`config.mk`:
```
export PLATFORM = sky130hd
export DESIGN_NAME = sc_pointsdisplay
export DESIGN_NICKNAME = d
export VERILOG_FILES = /design/src/rtl/sc_pointsdisplay.sv
export SDC_FILE = /design/constraint.sdc
export NUM_CORES = 1
export LEC_CHECK = 0
export ABC_AREA = 1
export BUFFER_PORTS_ARGS = -buffer_cell sky130_fd_sc_hd__buf_2
export CORE_ASPECT_RATIO = 0.5
export CORE_MARGIN = 2
export CORE_UTILIZATION = 35
export DETAILED_ROUTE_END_ITERATION = 12
export GPL_TIMING_DRIVEN = 0
export PLACE_DENSITY = 0.58
export RECOVER_POWER = 100
export SETUP_SLACK_MARGIN = 0.3
export SYNTH_ARGS = -nofsm -noshare
export SYNTH_HDL_FRONTEND = slang
export SYNTH_SLANG_ARGS = --single-unit
```
`constraint.sdc`:
```
create_clock -name SC_POINTSDISPLAY_CLOCK_50 -period 2.5 [get_ports SC_POINTSDISPLAY_CLOCK_50]
set_input_delay 0 -clock SC_POINTSDISPLAY_CLOCK_50 [delete_from_list [all_inputs] [get_ports SC_POINTSDISPLAY_CLOCK_50]]
set_output_delay 0 -clock SC_POINTSDISPLAY_CLOCK_50 [all_outputs]
set_load 0.005 [all_outputs]
```
`src/rtl/sc_pointsdisplay.sv`:
```
// Frogger score display: converts the 6-bit points value to two BCD digits with a
// sequential double-dabble engine and drives two active-low seven-segment displays.
module sc_pointsdisplay #(
   parameter logic BLANK_LEADING_ZERO = 1'b1
) (
   input  logic       SC_POINTSDISPLAY_CLOCK_50,
   input  logic       SC_POINTSDISPLAY_RESET_InHigh,
   input  logic [5:0] SC_POINTSDISPLAY_Points_InBus,
   output logic [6:0] SC_POINTSDISPLAY_Tens7Seg_OutBus,
   output logic [6:0] SC_POINTSDISPLAY_Units7Seg_OutBus,
   output logic [3:0] SC_POINTSDISPLAY_TensBCD_OutBus,
   output logic [3:0] SC_POINTSDISPLAY_UnitsBCD_OutBus,
   output logic       SC_POINTSDISPLAY_Busy_OutHigh,
   output logic       SC_POINTSDISPLAY_Update_OutHigh
);

   localparam logic [1:0] ST_IDLE   = 2'd0;
   localparam logic [1:0] ST_SHIFT  = 2'd1;
   localparam logic [1:0] ST_UPDATE = 2'd2;

   localparam logic [6:0] SEG_BLANK    = 7'b1111111;
   localparam logic [6:0] SEG_ZERO     = 7'b1000000;
   localparam logic [6:0] TENS_SEG_RST = BLANK_LEADING_ZERO ? SEG_BLANK : SEG_ZERO;

   function automatic logic [3:0] add3(input logic [3:0] n);
      if (n >= 4'd5) begin
         return n + 4'd3;
      end else begin
         return n;
      end
   endfunction

   // Active-low gfedcba; non-decimal nibbles fall through to blank.
   function automatic logic [6:0] seg_decode(input logic [3:0] d);
      case (d)
         4'd0:    return 7'b1000000;
         4'd1:    return 7'b1111001;
         4'd2:    return 7'b0100100;
         4'd3:    return 7'b0110000;
         4'd4:    return 7'b0011001;
         4'd5:    return 7'b0010010;
         4'd6:    return 7'b0000010;
         4'd7:    return 7'b1111000;
         4'd8:    return 7'b0000000;
         4'd9:    return 7'b0010000;
         default: return SEG_BLANK;
      endcase
   endfunction

   logic [1:0]  state_q, state_d;
   logic [5:0]  last_q, last_d;
   logic [2:0]  cnt_q, cnt_d;
   logic [13:0] shift_q, shift_d;
   logic [3:0]  tens_bcd_q, tens_bcd_d, units_bcd_q, units_bcd_d;
   logic [6:0]  tens_seg_q, tens_seg_d, units_seg_q, units_seg_d;
   logic        busy_q, busy_d, update_q, update_d;
   logic [13:0] adj_s;

   // Next-state logic for the conversion FSM and all registered outputs.
   always_comb begin
      state_d     = state_q;
      last_d      = last_q;
      cnt_d       = cnt_q;
      shift_d     = shift_q;
      tens_bcd_d  = tens_bcd_q;
      units_bcd_d = units_bcd_q;
      tens_seg_d  = tens_seg_q;
      units_seg_d = units_seg_q;
      adj_s       = {add3(shift_q[13:10]), add3(shift_q[9:6]), shift_q[5:0]};
      case (state_q)
         ST_IDLE: begin
            if (SC_POINTSDISPLAY_Points_InBus != last_q) begin
               shift_d = {8'd0, SC_POINTSDISPLAY_Points_InBus};
               last_d  = SC_POINTSDISPLAY_Points_InBus;
               cnt_d   = 3'd0;
               state_d = ST_SHIFT;
            end else begin
               state_d = ST_IDLE;
            end
         end
         ST_SHIFT: begin
            shift_d = {adj_s[12:0], 1'b0};
            cnt_d   = cnt_q + 3'd1;
            if (cnt_q == 3'd5) begin
               state_d = ST_UPDATE;
            end else begin
               state_d = ST_SHIFT;
            end
         end
         ST_UPDATE: begin
            tens_bcd_d  = shift_q[13:10];
            units_bcd_d = shift_q[9:6];
            units_seg_d = seg_decode(shift_q[9:6]);
            if (BLANK_LEADING_ZERO && (shift_q[13:10] == 4'd0)) begin
               tens_seg_d = SEG_BLANK;
            end else begin
               tens_seg_d = seg_decode(shift_q[13:10]);
            end
            state_d = ST_IDLE;
         end
         default: begin
            state_d = ST_IDLE;
         end
      endcase
      busy_d   = (state_d != ST_IDLE);
      update_d = (state_q == ST_UPDATE);
   end

   // State and output registers with synchronous reset.
   always_ff @(posedge SC_POINTSDISPLAY_CLOCK_50) begin
      if (SC_POINTSDISPLAY_RESET_InHigh) begin
         state_q     <= ST_IDLE;
         last_q      <= 6'd0;
         cnt_q       <= 3'd0;
         shift_q     <= 14'd0;
         tens_bcd_q  <= 4'd0;
         units_bcd_q <= 4'd0;
         tens_seg_q  <= TENS_SEG_RST;
         units_seg_q <= SEG_ZERO;
         busy_q      <= 1'b0;
         update_q    <= 1'b0;
      end else begin
         state_q     <= state_d;
         last_q      <= last_d;
         cnt_q       <= cnt_d;
         shift_q     <= shift_d;
         tens_bcd_q  <= tens_bcd_d;
         units_bcd_q <= units_bcd_d;
         tens_seg_q  <= tens_seg_d;
         units_seg_q <= units_seg_d;
         busy_q      <= busy_d;
         update_q    <= update_d;
      end
   end

   assign SC_POINTSDISPLAY_Tens7Seg_OutBus  = tens_seg_q;
   assign SC_POINTSDISPLAY_Units7Seg_OutBus = units_seg_q;
   assign SC_POINTSDISPLAY_TensBCD_OutBus   = tens_bcd_q;
   assign SC_POINTSDISPLAY_UnitsBCD_OutBus  = units_bcd_q;
   assign SC_POINTSDISPLAY_Busy_OutHigh     = busy_q;
   assign SC_POINTSDISPLAY_Update_OutHigh   = update_q;

endmodule

```
[Word level (Yosys, flattened, before mapping)]
Memories as Yosys holds them, arrays and structs flattened. A register that Yosys moved wholly into a read port is not among the register bits.
Cells that the tools add are included.
Storage, ports and cells
  register bits: 42
  memory bits (read-only): 224
  input port bits: 8
  output and inout bits: 24
  logic and storage cells: 39
  memories kept: 2
Memory list
  (name not given): words 16, bits a word 7, rd ports 1, clocked after memory_dff 1, wr ports 0, RTL line 35  | case (d)
  (name not given): words 16, bits a word 7, rd ports 1, clocked after memory_dff 1, wr ports 0, RTL line 35
Operators by class
  add/subtract/negate cells: 3
  order comparisons: 2
  equality and inequality tests: 5
  multiplexer cells: 12
  reduce and logical (&&, ||, !) cells: 6
Operator list (count)
  14-bit case mux with 2 select lines: 1
  14-bit 2-to-1 mux: 1
  4-bit 2-to-1 mux: 3
  4-bit by 3-bit >= comparator with 1-bit output, second input constant: 2
  7-bit 2-to-1 mux: 1
  3-bit 2-to-1 mux: 2
  6-bit inequality test: 1
  3-bit case mux with 2 select lines: 1
  4-bit by 2-bit adder with 4-bit output, second input constant: 1
  4-bit zero test: 1
  2-bit case mux with 2 select lines: 1
  2-bit AND reduction: 2
  2-bit nonzero test: 2
  3-bit by 1-bit adder with 3-bit output, second input constant: 1
  3-bit by 2-bit adder with 3-bit output, second input constant: 1
  3-bit equality test, second input constant: 1
  2-bit by 1-bit equality test with 1-bit output, second input constant: 1
  2-bit equality test, second input constant: 1
  2-bit zero test: 1
  2-bit 2-to-1 mux: 1
  2-bit inequality test, second input constant: 1
  1-bit 2-to-1 mux: 1

[Depth between registers and ports, before layout]
Gate-level depths: netlist of run 1.
  depth in word-level cells: 5
  depth in mapped cells: 16
  mapped depth without buffers: 15

[Worst setup path before layout of run 1]
OpenSTA, ideal clock, no wires.
  path type: reg-to-reg
  from: register shift_q[7]
  to: register (tool-made name)
  arrival: 1.861 ns
  data required time: 2.387 ns
  path slack: 0.525 ns
  cell stages (with the launch flop): 13
  path buffers: 0
  period minus slack after synthesis: 1.975 ns
  cell sequence: dfxtp_1 > inv_1 > ha_1 > o31ai_1 > inv_1 > nand3_1 > nand2_1 > inv_2 > ha_1 > inv_1 > nand3_1 > nand3_1 > nand2_1
RTL lines
  start, declared: RTL line 53  | logic [13:0] shift_q, shift_d;
  start signal, assigned: RTL line 126  | shift_q <= shift_d;

==> out/qor.yml, run 1 <==
synth:
  ys_ff_latch: 56
  synth_top_family_by_area: "simple AND/OR/NAND/NOR gates"
  ys_types: 29
  synthAdderAreaFrac_pct: 7.33
  syn_nets: 355
  synth_warnings: 0
  synth-compound-area-share_pct: 15.6
  postSynthAreaPerCell_sq_um: 7.71
  muxShareOfSynthArea_pct: 0
  synthesis.area_sq_um: 2560
  yosysSeqAreaShare_pct: 43.8
  yosys.area_share.simple_pct: 24.1
  synthXorXnorAreaFrac_pct: 0.342
  synthesis.instances: 332
critical_path:
  cp.arrival_ns: 2.27
  r2r_slack_ns: 0.41
  crit_fanout: 10
  r2r_start: "last_q[2]"
  reg2reg_depth: 16
  start_kind: "register"
  end_kind: "register"
  worstSetupPathType: "register to register"
  required_ns: 2.69
power:
  clkPwrFrac_pct: 39.3
  p_leak_nw: 1.42
  vdd_drop_max_mv: 0.248
  p_switching_mw: 0.382
  switching_share_pct: 22.6
  p_comb_share_pct: 6.2
  intPower_mw: 1.31
  p_per_area_nw_per_um2: 562
  seq_power_share_pct: 54.4
floorplan:
  die-area_sq_um: 8050
  pin_count: 32
  dieHeight_um: 64.5
  rows: 21
  die_w_um: 125
  design.core.area_sq_um: 6880
  initial_utilization_pct: 37.2
sta:
  whs_ns: 0.00664
  fin_worst_skew_ns: 0.00457
  period_share_pct: 83.5
  setup_viol: 0
  slew_viol_final: 0
  hold_viol_final: 0
  timing.setup.tns_ns: 0
  worstMarginPinSlew_ns: 0.867
  relSlewSlack_pct: 41.6
  period_needed_ns: 2.09
  worst_slack_ns: 0.414
  max_freq_ghz: 0.479
  grt_setup_unrepaired: "false"
grt:
  grt_pass1_wl_mm: 10.0
  grt_use_total_pct: 15.5
  grt_overflow: 0
  grt_max_degree: 16
  antenna_found_initial: 0
  grt_pass1_vias: 2126
routing:
  first_iter_violations: 133
  drt_wl_total_mm: 6.04
  ant_nets: 0
  wl_per_cell_um: 13.0
  drtPass1Iterations: 4
  via_count: 2275
  routed_via_density: 4.89
  drc_errors: 0
cells_and_area:
  final_common_cell: "nand2_1"
  ff_latch_area_sq_um: 1130
  mostFrequentLayoutCells: "nand2_1 (80), dfxtp_1 (50), inv_1 (37), a21oi_1 (25), buf_2 (23)"
  diodes: 0
  multiInputGateArea_sq_um: 1230
  instances_no_fill: 465
  n_fill_cell: 724
  nets: 396
  drive_gt1_share_pct: 17.2
  area_delta_synth_final_pct: 17.8
  final_util_pct: 43.8
clock_network:
  cts_tree: "built"
  insertion_delay_ns: 0.29
  clockRootBuffer: "clkbuf_16"
  path_clk_slew_ns: 0.07
  clkSinkCount: 56
  clockBufferDepth: 2
  htreeDepth: 2
  cts_made_buffers: 5
worst_hold_path:
  hold_path_depth: 3
  worstHoldStart: "SC_POINTSDISPLAY_Points_InBus[1]"
  hold_path.class: "primary input to register"
  holdPathEnd: "last_q[1]"
placement:
  place_congestion: 0.863
  detailed_place_hpwl_mm: 4.49
  dp.cells: 455
  io_buffers: 31
  post-place-ws_ns: 0.107
job:
  maxCapViolations: 0
status:
  status: "completed"
power groups by stage:
stage	clock [mW]	combinational [mW]	sequential, mW
global placement	0	0.0984	0.940
global route	0.732	0.119	0.923
detailed placement	0	0.102	0.941
finish	0.666	0.105	0.921
CTS	0.683	0.103	0.921
floorplan	0	0.0694	0.938
metrics by stage:
stage	cell area (sq um)	power, mW
2_1_floorplan	2560	1.01
3_3_place_gp	2830	1.04
3_5_place_dp	2830	1.04
4_1_cts	2980	1.71
5_1_grt	3010	1.77
6_report	3010	1.69
area by class of cell:
cell class / instances / share of cell area, %
Tap cell: 92 / 3.82
Buffer: 12 / 2.12
Multi-Input combinational cell: 220 / 41.0
Clock buffer: 6 / 4.28
Inverter: 44 / 5.65
Sequential cell: 56 / 37.5
Timing Repair Buffer: 34 / 5.44
Clock inverter: 1 / 0.166
worst max-delay path by stage:
stage	from	to	slack (ns)
finish	last_q[2]	register	0.41
global route	last_q[3]	register	0.17
CTS	shift_q[6]	register	0.30
detailed placement	shift_q[7]	register	0.11
global placement	shift_q[7]	register	0.18
floorplan	shift_q[7]	register	0.53
cell usage after synthesis, drive strengths merged:
library cell	n	share of area, %
buf	6	1.5
o21ai	18	3.5
a31oi	5	1.2
a211oi	2	0.59
nor2	21	3.5
nand2	87	14
o211ai	7	2.1
dfxtp	56	44
nand4	3	0.73
o31ai	2	0.59
clkbuf	6	0.88
xor2	1	0.34
a21oi	25	4.9
o2111ai	1	0.34
o22ai	7	1.7
o32ai	2	0.68
inv	44	6.5
or2	1	0.24
ha	15	7.3
nand3	23	5.4
layer usage:
metal  track usage (%)  vias up  share of wire, %
li1                  -     1169                 -
met1              20.6     1054                48
met2              25.7       47                46
met3              3.63        5               4.9
met4              3.75        0              0.91
met5                 0        -                 0
worst max-delay path, stage by stage (launching register included):
cell,delay [ns]
dfxtp_2,0.34
inv_1,0.04
nand2_1,0.05
nand2_1,0.05
nor2_1,0.19
nand3_1,0.16
nand2_1,0.16
buf_8,0.16
nand3_4,0.07
nand2_4,0.07
nand2_4,0.08
inv_2,0.08
ha_1,0.22
inv_1,0.06
nand3_1,0.11
nand3_1,0.11
nand2_1,0.05
repair_timing:
action | in CTS | in global routing
hold buffers | 0 | 0
pin swaps | 0 | 2
buffers inserted | 0 | 3
resized for setup | 5 | 19
setup endpoints to repair | 6 | 4
kinds of logic (layout without fill, tap and decap cells):
logic type | Yosys count | in the layout
AND/OR/NAND/NOR | 135 | 135
AO/OA/AOI/OAI | 69 | 69
flip-flops | 56 | 56
buffers and inverters | 56 | 97
adder cells (fa/ha/maj) | 15 | 15
XOR/XNOR | 1 | 1
Power figures use the tool's default switching activity.
==> inputs of run 2 (changes only) <==
--- a/config.mk
+++ b/config.mk
@@ -12,7 +12,7 @@
 export CORE_UTILIZATION = 35
 export DETAILED_ROUTE_END_ITERATION = 12
 export GPL_TIMING_DRIVEN = 0
-export PLACE_DENSITY = 0.58
+export PLACE_DENSITY = 0.6
 export RECOVER_POWER = 100
 export SETUP_SLACK_MARGIN = 0.3
 export SYNTH_ARGS = -nofsm -noshare
==> constraint.sdc (replaced) <==
create_clock -name SC_POINTSDISPLAY_CLOCK_50 -period 1.75 [get_ports SC_POINTSDISPLAY_CLOCK_50]
set_input_delay 0 -clock SC_POINTSDISPLAY_CLOCK_50 [delete_from_list [all_inputs] [get_ports SC_POINTSDISPLAY_CLOCK_50]]
set_output_delay 0 -clock SC_POINTSDISPLAY_CLOCK_50 [all_outputs]
set_load 0.005 [all_outputs]
==> out/qor.yml, run 2 (synthesis results as in run 1) <==
placement:
  detailed_place_hpwl_mm: 4.56
  io_buffers: 31
  post-place-ws_ns: -0.198
  dp.cells: 455
  place_congestion: 0.844
  placed_area_sq_um: 2910
routing:
  ant_nets: 0
  via_count: 2406
  drtPass1Iterations: 4
  routed_via_density: 4.93
  drt_wl_total_mm: 6.74
  wl_per_cell_um: 13.8
  drc_errors: 0
  first_iter_violations: 147
worst_hold_path:
  hold_path.class: "primary input to register"
power:
  p_switching_mw: 0.618
  intPower_mw: 1.94
  seq_power_share_pct: 51.4
  vdd_drop_max_mv: 0.418
  p_comb_share_pct: 10.3
  p_per_area_nw_per_um2: 734
  switching_share_pct: 24.1
  finalPower_mw: 2.56
  clkPwrFrac_pct: 38.3
  p_leak_nw: 1.58
floorplan:
  rows: 21
  pin_count: 32
  dieHeight_um: 64.5
  initial_utilization_pct: 37.2
  die-area_sq_um: 8050
  die_w_um: 125
  design.core.area_sq_um: 6880
cells_and_area:
  area_delta_synth_final_pct: 36.2
  instances_no_fill: 488
  drive_gt1_share_pct: 36.4
  mostFrequentLayoutCells: "nand2_1 (61), dfxtp_1 (45), inv_1 (27), buf_2 (27)"
  final_common_cell: "nand2_1"
  finalInstanceArea_sq_um: 3490
  nets: 418
  diodes: 0
critical_path:
  cp.arrival_ns: 2.07
  cpPeakStageDelay_ns: 0.34
  required_ns: 1.94
  start_kind: "register"
  worstSetupPathType: "register to register"
  end_kind: "register"
  path_cells: "nor2_2, nor2_4, nor2_4, nand3_4, nand2_4, buf_8, nand3_4, nand2_4, nand2_8, inv_6, ha_4, inv_2, nand3_2, nand3_2, nand2_2"
  crit_slowest_cell: "dfxtp_2"
  crit_fanout: 6
status:
  status: "complete, but fails checks"
  violations: "negative setup slack"
sta:
  timing.setup.tns_ns: -0.526
  fin_worst_skew_ns: 0.00607
  setup_viol: 10
  hold_viol_final: 0
  slew_viol_final: 0
  max_freq_ghz: 0.531
  relSlewSlack_pct: 54.8
  grt_setup_unrepaired: "true"
  period_share_pct: 108
  period_needed_ns: 1.88
  worst_slack_ns: -0.132
  worstMarginPinSlew_ns: 0.677
clock_network:
  clkSinkCount: 56
  insertion_delay_ns: 0.29
  path_clk_slew_ns: 0.07
  clockRootBuffer: "clkbuf_16"
  cts_made_buffers: 5
  clockBufferDepth: 2
  htreeDepth: 2
  cts_tree: "built"
grt:
  grt_overflow: 0
  grt_max_degree: 17
  grt_pass1_vias: 2369
  grt_use_total_pct: 17.1
  grt_pass1_wl_mm: 11.1
  antenna_found_initial: 0
job:
  maxCapViolations: 0
-- run 2: cell types whose count changed in the layout (fill, tap and decap cells not counted), sizes merged --
cell,delta
buf,+20
dlygate4sd3,+6
clkbuf,-4
clkinvlp,+2
inv,-1
-- run 2: what timing repair did --
action,4_1_cts,5_1_grt
pin swaps,21,17
gates resized for setup,33,42
setup endpoints to repair,31,53
endpoints found under the hold margin,7,1
hold buffers,5,1
buffers inserted,15,4
-- run 2: power by group through the flow --
stage	Combinational, mW	Sequential [mW]	Clock, mW
floorplan	0.102	1.34	0
global placement	0.144	1.34	0
detailed placement	0.147	1.34	0
CTS	0.216	1.31	1.01
global route	0.286	1.32	1.06
finish	0.264	1.32	0.981
-- run 2: path summary, 6_finish.rpt --
check / start / endpoint / slack, ns / cells after the start
hold / removal: SC_POINTSDISPLAY_RESET_InHigh / shift_q[7] / 0.02 / 2
setup reg to reg: last_q[1] / register / -0.13 / 15
hold reg to reg: register / SC_POINTSDISPLAY_Tens7Seg_OutBus[2] / 0.45 / 2
setup / recovery: last_q[1] / register / -0.13 / 15
-- run 2: per-stage QoR --
stage	utilization [%]	hold slack (ns)
6_report	50.6	0.0247
5_1_grt	50.6	0.0258
4_1_cts	48.4	-0.0185
3_5_place_dp	42.3	0.305
3_3_place_gp	42.3	0.299
2_1_floorplan	-	0.106
-- run 2: layout make-up --
| type | instances | area (sq um) |
|---|---|---|
| clock inverters | 2 | 11.3 |
| flip-flops and latches | 56 | 1140 |
| clock buffers | 6 | 129 |
| well taps | 92 | 115 |
| repair buffers | 56 | 375 |
| multi-input cells | 220 | 1460 |
| inverters | 44 | 184 |
| fillers | 662 | 3400 |
| plain buffers | 12 | 68.8 |
-- run 2: critical path: cells and delay by family, from the launching register on --
| kind | cells | cell delay, ns |
|---|---|---|
| fa+ha+maj | 1 | 0.19 |
| simple gates | 11 | 1.03 |
| buf+inv | 3 | 0.22 |
| flops | 1 | 0.34 |
-- run 2: routing by layer --
metal | GRT usage, % | part of all wire, %
met3 | 4.05 | 4.4
met2 | 28.7 | 47
met1 | 22.6 | 47
met5 | 0 | 0
met4 | 3.89 | 1.4
